==> src/rtl/bus_arbiter_rr.sv <==
// Round-robin arbiter that funnels CHANNELS read/write requesters onto one memory port,
// keeping at most one transaction outstanding and routing the response back to its owner.
module bus_arbiter_rr #(
    parameter int CHANNELS      = 2,
    parameter int ADDRESS_WIDTH = 32,
    parameter int DATA_WIDTH    = 32
) (
    input  logic                               clock,
    input  logic                               reset,
    input  logic [CHANNELS-1:0]                ch_req_valid,
    output logic [CHANNELS-1:0]                ch_req_ready,
    input  logic [CHANNELS-1:0]                ch_req_write,
    input  logic [CHANNELS*ADDRESS_WIDTH-1:0]  ch_req_address,
    input  logic [CHANNELS*DATA_WIDTH-1:0]     ch_req_wdata,
    input  logic [CHANNELS*DATA_WIDTH/8-1:0]   ch_req_byte_enable,
    output logic [CHANNELS-1:0]                ch_resp_valid,
    output logic [DATA_WIDTH-1:0]              ch_resp_rdata,
    output logic                               mem_valid,
    input  logic                               mem_ready,
    output logic                               mem_write,
    output logic [ADDRESS_WIDTH-1:0]           mem_address,
    output logic [DATA_WIDTH-1:0]              mem_wdata,
    output logic [DATA_WIDTH/8-1:0]            mem_byte_enable,
    input  logic                               mem_resp_valid,
    input  logic [DATA_WIDTH-1:0]              mem_rdata
);

    localparam int GW = (CHANNELS > 1) ? $clog2(CHANNELS) : 1;
    localparam int BW = DATA_WIDTH / 8;

    typedef enum logic [1:0] {
        IDLE    = 2'd0,
        ISSUE   = 2'd1,
        WAIT    = 2'd2,
        RESPOND = 2'd3
    } state_t;

    state_t          state;
    state_t          state_next;
    logic [GW-1:0]   last_grant;
    logic [GW-1:0]   grant;
    logic [GW-1:0]   pick;
    logic            pick_found;
    logic            accept;
    logic            capture;

    // Search starts just past the previous winner so every channel gets its turn.
    always_comb begin
        pick       = '0;
        pick_found = 1'b0;
        for (int i = 1; i <= CHANNELS; i++) begin
            if (!pick_found && ch_req_valid[(int'(last_grant) + i) % CHANNELS]) begin
                pick       = GW'((int'(last_grant) + i) % CHANNELS);
                pick_found = 1'b1;
            end
        end
    end

    assign accept  = (state == IDLE) && pick_found && !reset;
    assign capture = ((state == ISSUE) && mem_ready && mem_resp_valid) ||
                     ((state == WAIT) && mem_resp_valid);

    always_ff @(posedge clock) begin
        if (reset) begin
            state <= IDLE;
        end else begin
            state <= state_next;
        end
    end

    always_comb begin
        state_next = state;
        case (state)
            IDLE: begin
                if (accept) begin
                    state_next = ISSUE;
                end
            end
            ISSUE: begin
                if (mem_ready) begin
                    state_next = mem_resp_valid ? RESPOND : WAIT;
                end
            end
            WAIT: begin
                if (mem_resp_valid) begin
                    state_next = RESPOND;
                end
            end
            RESPOND: begin
                state_next = IDLE;
            end
            default: begin
                state_next = IDLE;
            end
        endcase
    end

    always_comb begin
        ch_req_ready        = '0;
        ch_req_ready[pick]  = accept;
        ch_resp_valid       = '0;
        ch_resp_valid[grant] = (state == RESPOND);
        mem_valid           = (state == ISSUE);
    end

    // Request fields are latched at accept so requesters may drop them afterwards.
    always_ff @(posedge clock) begin
        if (reset) begin
            last_grant      <= GW'(CHANNELS - 1);
            grant           <= '0;
            mem_write       <= 1'b0;
            mem_address     <= '0;
            mem_wdata       <= '0;
            mem_byte_enable <= '0;
            ch_resp_rdata   <= '0;
        end else begin
            if (accept) begin
                grant           <= pick;
                last_grant      <= pick;
                mem_write       <= ch_req_write[pick];
                mem_address     <= ch_req_address[int'(pick)*ADDRESS_WIDTH +: ADDRESS_WIDTH];
                mem_wdata       <= ch_req_wdata[int'(pick)*DATA_WIDTH +: DATA_WIDTH];
                mem_byte_enable <= ch_req_byte_enable[int'(pick)*BW +: BW];
            end
            if (capture) begin
                ch_resp_rdata <= mem_write ? '0 : mem_rdata;
            end
        end
    end

endmodule

==> config.mk <==
export PLATFORM = sky130hd
export DESIGN_NAME = bus_arbiter_rr
export DESIGN_NICKNAME = d
export VERILOG_FILES = /design/src/rtl/bus_arbiter_rr.sv
export SDC_FILE = /design/constraint.sdc
export NUM_CORES = 1
export LEC_CHECK = 0
export CAP_MARGIN = 20
export CELL_PAD_IN_SITES_DETAIL_PLACEMENT = 0
export CELL_PAD_IN_SITES_GLOBAL_PLACEMENT = 2
export CORE_MARGIN = 3
export CORE_UTILIZATION = 22
export CTS_BUF_LIST = sky130_fd_sc_hd__clkbuf_16
export CTS_CLUSTER_DIAMETER = 60
export DETAILED_ROUTE_END_ITERATION = 16
export GPL_ROUTABILITY_DRIVEN = 1
export PLACE_DENSITY_LB_ADDON = 0.1
export SLEW_MARGIN = 20
export SYNTH_ARGS = -nofsm -noshare
export SYNTH_HDL_FRONTEND = slang
export SYNTH_SLANG_ARGS = --single-unit
==> constraint.sdc <==
create_clock -name clock -period 4.2 [get_ports clock]
set_input_delay 1.26 -clock clock [delete_from_list [all_inputs] [get_ports clock]]
set_output_delay 1.26 -clock clock [all_outputs]
set_load 0.03 [all_outputs]
==> results of run 1 <==
[registers in the layout, summed over array words and instances (netlist names)]
signal           count
state                2
mem_wdata           32
mem_address         32
last_grant           1
ch_resp_rdata       32
mem_byte_enable      4
mem_write            1
grant                1
[cell type report]
type / instances / area share (%)
repair buffers: 289 / 37.59
flip-flops and latches: 105 / 27.46
multi-input cells: 265 / 26.90
well taps: 265 / 4.331
clock buffers: 9 / 2.942
clock inverters: 7 / 0.6047
inverters: 3 / 0.1471
diodes: 1 / 0.03269
[final timing paths]
check	slack [ns]	end
min reg2reg	0.47	ch_resp_rdata[18]
max reg2reg	2.00	mem_wdata[10]
min	0.47	ch_resp_rdata[18]
max	0.58	ch_req_ready[1]
[stage by stage]
| stage | setup WS, ns | hold slack, ns |
|---|---|---|
| 3_3_place_gp | 0.6094 | 0.4547 |
| 2_1_floorplan | 0.9126 | 0.4680 |
| 3_5_place_dp | 0.5791 | 0.4664 |
| 6_report | 0.5757 | 0.4745 |
| 5_1_grt | 0.4876 | 0.4901 |
| 4_1_cts | 0.5754 | 0.4771 |
[worst max-delay path, stage by stage]
cell and delay [ns]:
clkdlybuf4s50_1 0.55, nand2_1 0.13, nor3b_4 0.22, buf_4 0.19
[routing by layer]
layer	wire length (um)	up-vias	GRT usage, %
met3	1675	21	6.368
met2	8517	199	25.60
met4	422	0	5.312
li1	-	2156	-
met1	7537	2188	19.32
met5	0	-	0
[cell families after synthesis]
family	share of synthesized area (%)
AND/OR/NAND/NOR	20.35
buffers and inverters	6.511
AO/OA/AOI/OAI	24.38
flip-flops	47.35
adder cells (fa/ha/maj)	1.409
[cells in the mapped netlist, types with 2 or more instances]
| cell type | number | area, um2 |
|---|---|---|
| nand4b_1 | 32 | 280.3 |
| nor2b_1 | 2 | 12.51 |
| nor2_1 | 2 | 7.510 |
| buf_6 | 9 | 101.4 |
| a21oi_1 | 35 | 175.2 |
| ha_1 | 5 | 62.56 |
| o21ai_0 | 32 | 160.2 |
| nand2_1 | 3 | 11.26 |
| a221o_1 | 69 | 690.7 |
| clkbuf_1 | 22 | 82.58 |
| buf_2 | 18 | 90.09 |
| dfxtp_1 | 105 | 2102 |
| inv_1 | 3 | 11.26 |
| nand2b_1 | 2 | 12.51 |
| nor3b_1 | 69 | 518.0 |
[report_power, final]
part / switching (mW) / internal (mW)
Clock: 0.410 / 0.402
Combinational: 1.22 / 0.928
Sequential: 0.125 / 1.26
==> flow_metrics.tcl, run 1 <==
set metrics [dict create \
    cts-hold-fix-buffers 0 \
    place.gp.congestion 0.7204 \
    wl_mm 18.15 \
    r2r_cells 6 \
    detail_route.wl_per_cell_um 19.23 \
    status "finished, final reports clean" \
    port_buffers 281 \
    die_h_um 148.1 \
    end_kind "primary output" \
    fin_crit_ns 3.624 \
    cap_viol_max_count 0 \
    core-area_um2 19650 \
    ctsResizeCount 0 \
    cts_buffers 9 \
    cts_max_level 3 \
    crit_fanout 5 \
    layout_worst_path_cycle_share_pct 86.29 \
    drv_slew 0 \
    place_hpwl_mm 12.31 \
    vdd_ir_drop_max_mv 0.2033 \
    hp-start "ch_resp_rdata[18]" \
    dieArea_um2 21920 \
    tightestPinTransition_ns 0.9473 \
    vias 4564 \
    required_ns 2.94 \
    fill_cells 1955 \
    placed_area_um2 7382 \
    multi_input_area_um2 2059 \
    avgSynthCellArea_um2 10.49 \
    startpoint_type "input port" \
    fmax_mhz 275.9 \
    cts_setup_buffers 0 \
    synth_nets 604 \
    hold_class "reg -> reg" \
    cts.path.max_buffers 2 \
    grt_pass1_vias 4751 \
    crit_arrival_ns 2.36 \
    power.leakage_nw 2.613 \
    cts.clk_slew.worst_paths_ns 0.07 \
    async_reset_ff_share_pct 0 \
    yosysWarningCount 0 \
    die_w_um 148.1 \
    dr.first_iter.drc_count 199 \
    synth_flop_cell "dfxtp_1" \
    rsz0062_at_grt "no" \
    postRouteAntennaNets 0 \
    cts_root_buffer "clkbuf_16" \
    dpl.cell_count 927 \
    slew_headroom_pct 36.78 \
    ios 282 \
    synth_cell_type_count 30 \
    layout_common_cells "278 x clkdlybuf4s50_1, 105 x dfxtp_1, 69 x nor3b_1, 69 x a221o_1, 34 x a21oi_1" \
    stdcell_count 944 \
    drc 0 \
    grt.total_usage_pct 15.86 \
    fin_util_pct 38.95 \
    row_count 51 \
    cp-startpoint "ch_req_valid[1]" \
    grt_first_pass_wirelength_mm 27.39 \
    synth_edf_count 0 \
    grt_max_degree 77 \
    fin_nets 854 \
    power.density_nw_per_um2 566.9 \
    critPathKind "in -> out" \
    cts_tree "yes" \
    drt-pass1-iter-count 4 \
    clkLatencyLatePin_ns 0.35 \
    cts.sinks 105 \
    drive_above_1_share_pct 4.425 \
    antenna_found_initial 1 \
    post-layout-total-power_mw 4.341 \
    ff_latch_area_um2 2102 \
    finalHoldViolations 0 \
    design_area_um2 7656 \
    start_util_pct 22.59 \
    final_common_cell "clkdlybuf4s50_1" \
    via_per_inst 4.835 \
    ys_seq_area_share_pct 47.35 \
    synthesis.area_um2 4439 \
    area_growth_pct 72.46 \
    min_path_cells 2 \
    syn_inst 423 \
    setup_viol 0 \
    fin_tns_setup_ns 0 \
    rr_startpoint "state[0]" \
    yosys_register_bits 105 \
    fin_skew_ns 0.01050 \
    overflow 0 \
]
Power figures use the tool's default switching activity.
==> run 2: changes to the inputs <==
Settings changed: HOLD_SLACK_MARGIN set to 0.06.
==> results of run 2 <==
Final layout, timing and power as in run 1 (identical DEF).
==> run 3: changes to the inputs <==
==> constraint.sdc (replaced) <==
create_clock -name clock -period 4.2 [get_ports clock]
set_input_delay 0.63 -clock clock [delete_from_list [all_inputs] [get_ports clock]]
set_output_delay 0.63 -clock clock [all_outputs]
set_load 0.03 [all_outputs]
==> run 3 against run 2 <==
Final area fell by 0.29%. Critical path depth unchanged. Power shrank 0.85%. Die area unchanged. Clock skew decreased by 0.0021 ns. Worst hold slack gained 0.00083 ns. Wire length rose by 0.31%. Non-clock buffer count shrank 1. Highest routed layer unchanged. Register-to-register slack got worse by 0.13 ns. Via count up 0.88%. Critical path type unchanged. Clock power fell by 2%.
==> flow_metrics.tcl, run 3 (same netlist as run 1, synthesis figures left out) <==
set metrics [dict create \
    fin_crit_ns 2.853 \
    end_kind "primary output" \
    fmax_mhz 350.5 \
    start_util_pct 22.59 \
    critPathKind "in -> out" \
    die_w_um 148.1 \
    cts_setup_buffers 0 \
    drv_slew 0 \
    detail_route.wl_per_cell_um 19.33 \
    overflow 0 \
    area_growth_pct 71.96 \
    via_per_inst 4.887 \
    antenna_found_initial 0 \
    fin_nets 853 \
    required_ns 3.57 \
    fin_util_pct 38.84 \
    power.density_nw_per_um2 563.8 \
    drt-pass1-iter-count 4 \
    cp_slowest_cell "clkdlybuf4s50_1" \
    swShare_pct 40.48 \
    clkLatencyLatePin_ns 0.35 \
    hold_class "reg -> reg" \
    vias 4604 \
    ctsResizeCount 0 \
    setup_viol 0 \
    cts.sinks 105 \
    switchingPower_mw 1.742 \
    core-area_um2 19650 \
    power_frac_clock_pct 18.4 \
    pwr-share-seq_pct 32.1 \
    vdd_ir_drop_max_mv 0.2034 \
    grt_max_degree 92 \
    postRouteAntennaNets 0 \
    port_buffers 281 \
    design_area_um2 7634 \
    cts-hold-fix-buffers 0 \
    slew_headroom_pct 26.94 \
    crit_fanout 5 \
    power.share.combinational_pct 49.5 \
    status "finished, final reports clean" \
    cap_viol_max_count 0 \
    fin_tns_setup_ns 0 \
    rsz0062_at_grt "no" \
    reg_top3 "ch_resp_rdata (32), mem_address (32), mem_wdata (32)" \
    place_hpwl_mm 12.15 \
    crit_arrival_ns 2.22 \
    layout_setup_ws_ns 1.347 \
    cts.clk_slew.worst_paths_ns 0.07 \
    whs_ns 0.4753 \
    stdcell_count 942 \
    die_h_um 148.1 \
    row_count 51 \
    place.gp.congestion 0.7423 \
    placed_area_um2 7367 \
    layout_worst_path_cycle_share_pct 67.94 \
    place_ws_ns 1.348 \
    startpoint_type "input port" \
    dieArea_um2 21920 \
    post-layout-total-power_mw 4.304 \
    drive_above_1_share_pct 3.693 \
    min_path_cells 2 \
    timing.critical_path.mode_cell "clkdlybuf4s50_1" \
    max_stage_delay_ns 0.71 \
    grt.total_usage_pct 15.81 \
    tightestPinTransition_ns 1.096 \
    layout_common_cells "280 x clkdlybuf4s50_1, 105 x dfxtp_1, 69 x nor3b_1, 69 x a221o_1, 34 x a21oi_1" \
    cts.path.max_buffers 2 \
    finalHoldViolations 0 \
    p_int_mw 2.562 \
    cts_root_buffer "clkbuf_16" \
    grt_pass1_vias 4514 \
    diodes 0 \
    drc 0 \
    wl_mm 18.21 \
    cts_tree "yes" \
    power.leakage_nw 2.602 \
    dpl.cell_count 926 \
    ios 282 \
    cts_max_level 3 \
    r2r_cells 6 \
    dr.first_iter.drc_count 180 \
    fin_skew_ns 0.008353 \
    cts_buffers 9 \
    crit_chain "clkdlybuf4s50_1, nand2_1, nor3b_4, clkdlybuf4s50_1" \
    grt_first_pass_wirelength_mm 27.26 \
    final_common_cell "clkdlybuf4s50_1" \
]
==> run 3: worst paths after layout <==
check / start / to / slack (ns)
hold / removal: ch_resp_rdata[28] / ch_resp_rdata[28] / 0.48
hold reg to reg: ch_resp_rdata[28] / ch_resp_rdata[28] / 0.48
setup / recovery: ch_req_valid[1] / ch_req_ready[1] / 1.35
setup reg to reg: state[0] / mem_byte_enable[1] / 1.87
==> run 3: area by class of cell <==
class                      count  area (um2)
multi-input combinational    265        2061
sequential                   105        2102
inverter                       3       11.26
clock buffer                   9       225.2
clock inverter                 7       40.04
fill                        1980       12020
timing repair buffer         288        2863
tap                          265       331.6
==> run 3: layer usage <==
layer / wire length, um / vias up / track usage [%]
met5: 0 / - / 0
met4: 291 / 0 / 4.249
met3: 1617 / 16 / 5.941
met2: 8542 / 210 / 25.53
met1: 7756 / 2220 / 19.95
li1: - / 2158 / -
==> run 3: power groups by stage <==
stage	Clock [mW]	Sequential, mW	Combinational (mW)
floorplan	0	1.88	0.788
detailed placement	0	1.40	2.14
CTS	0.837	1.38	2.15
global placement	0	1.39	2.13
global route	0.864	1.41	2.26
finish	0.793	1.38	2.13
==> run 3: worst max-delay path, delay by kind of cell <==
kind / cells / cell delay (ns)
simple gates: 2 / 0.33
buf+inv: 2 / 1.26
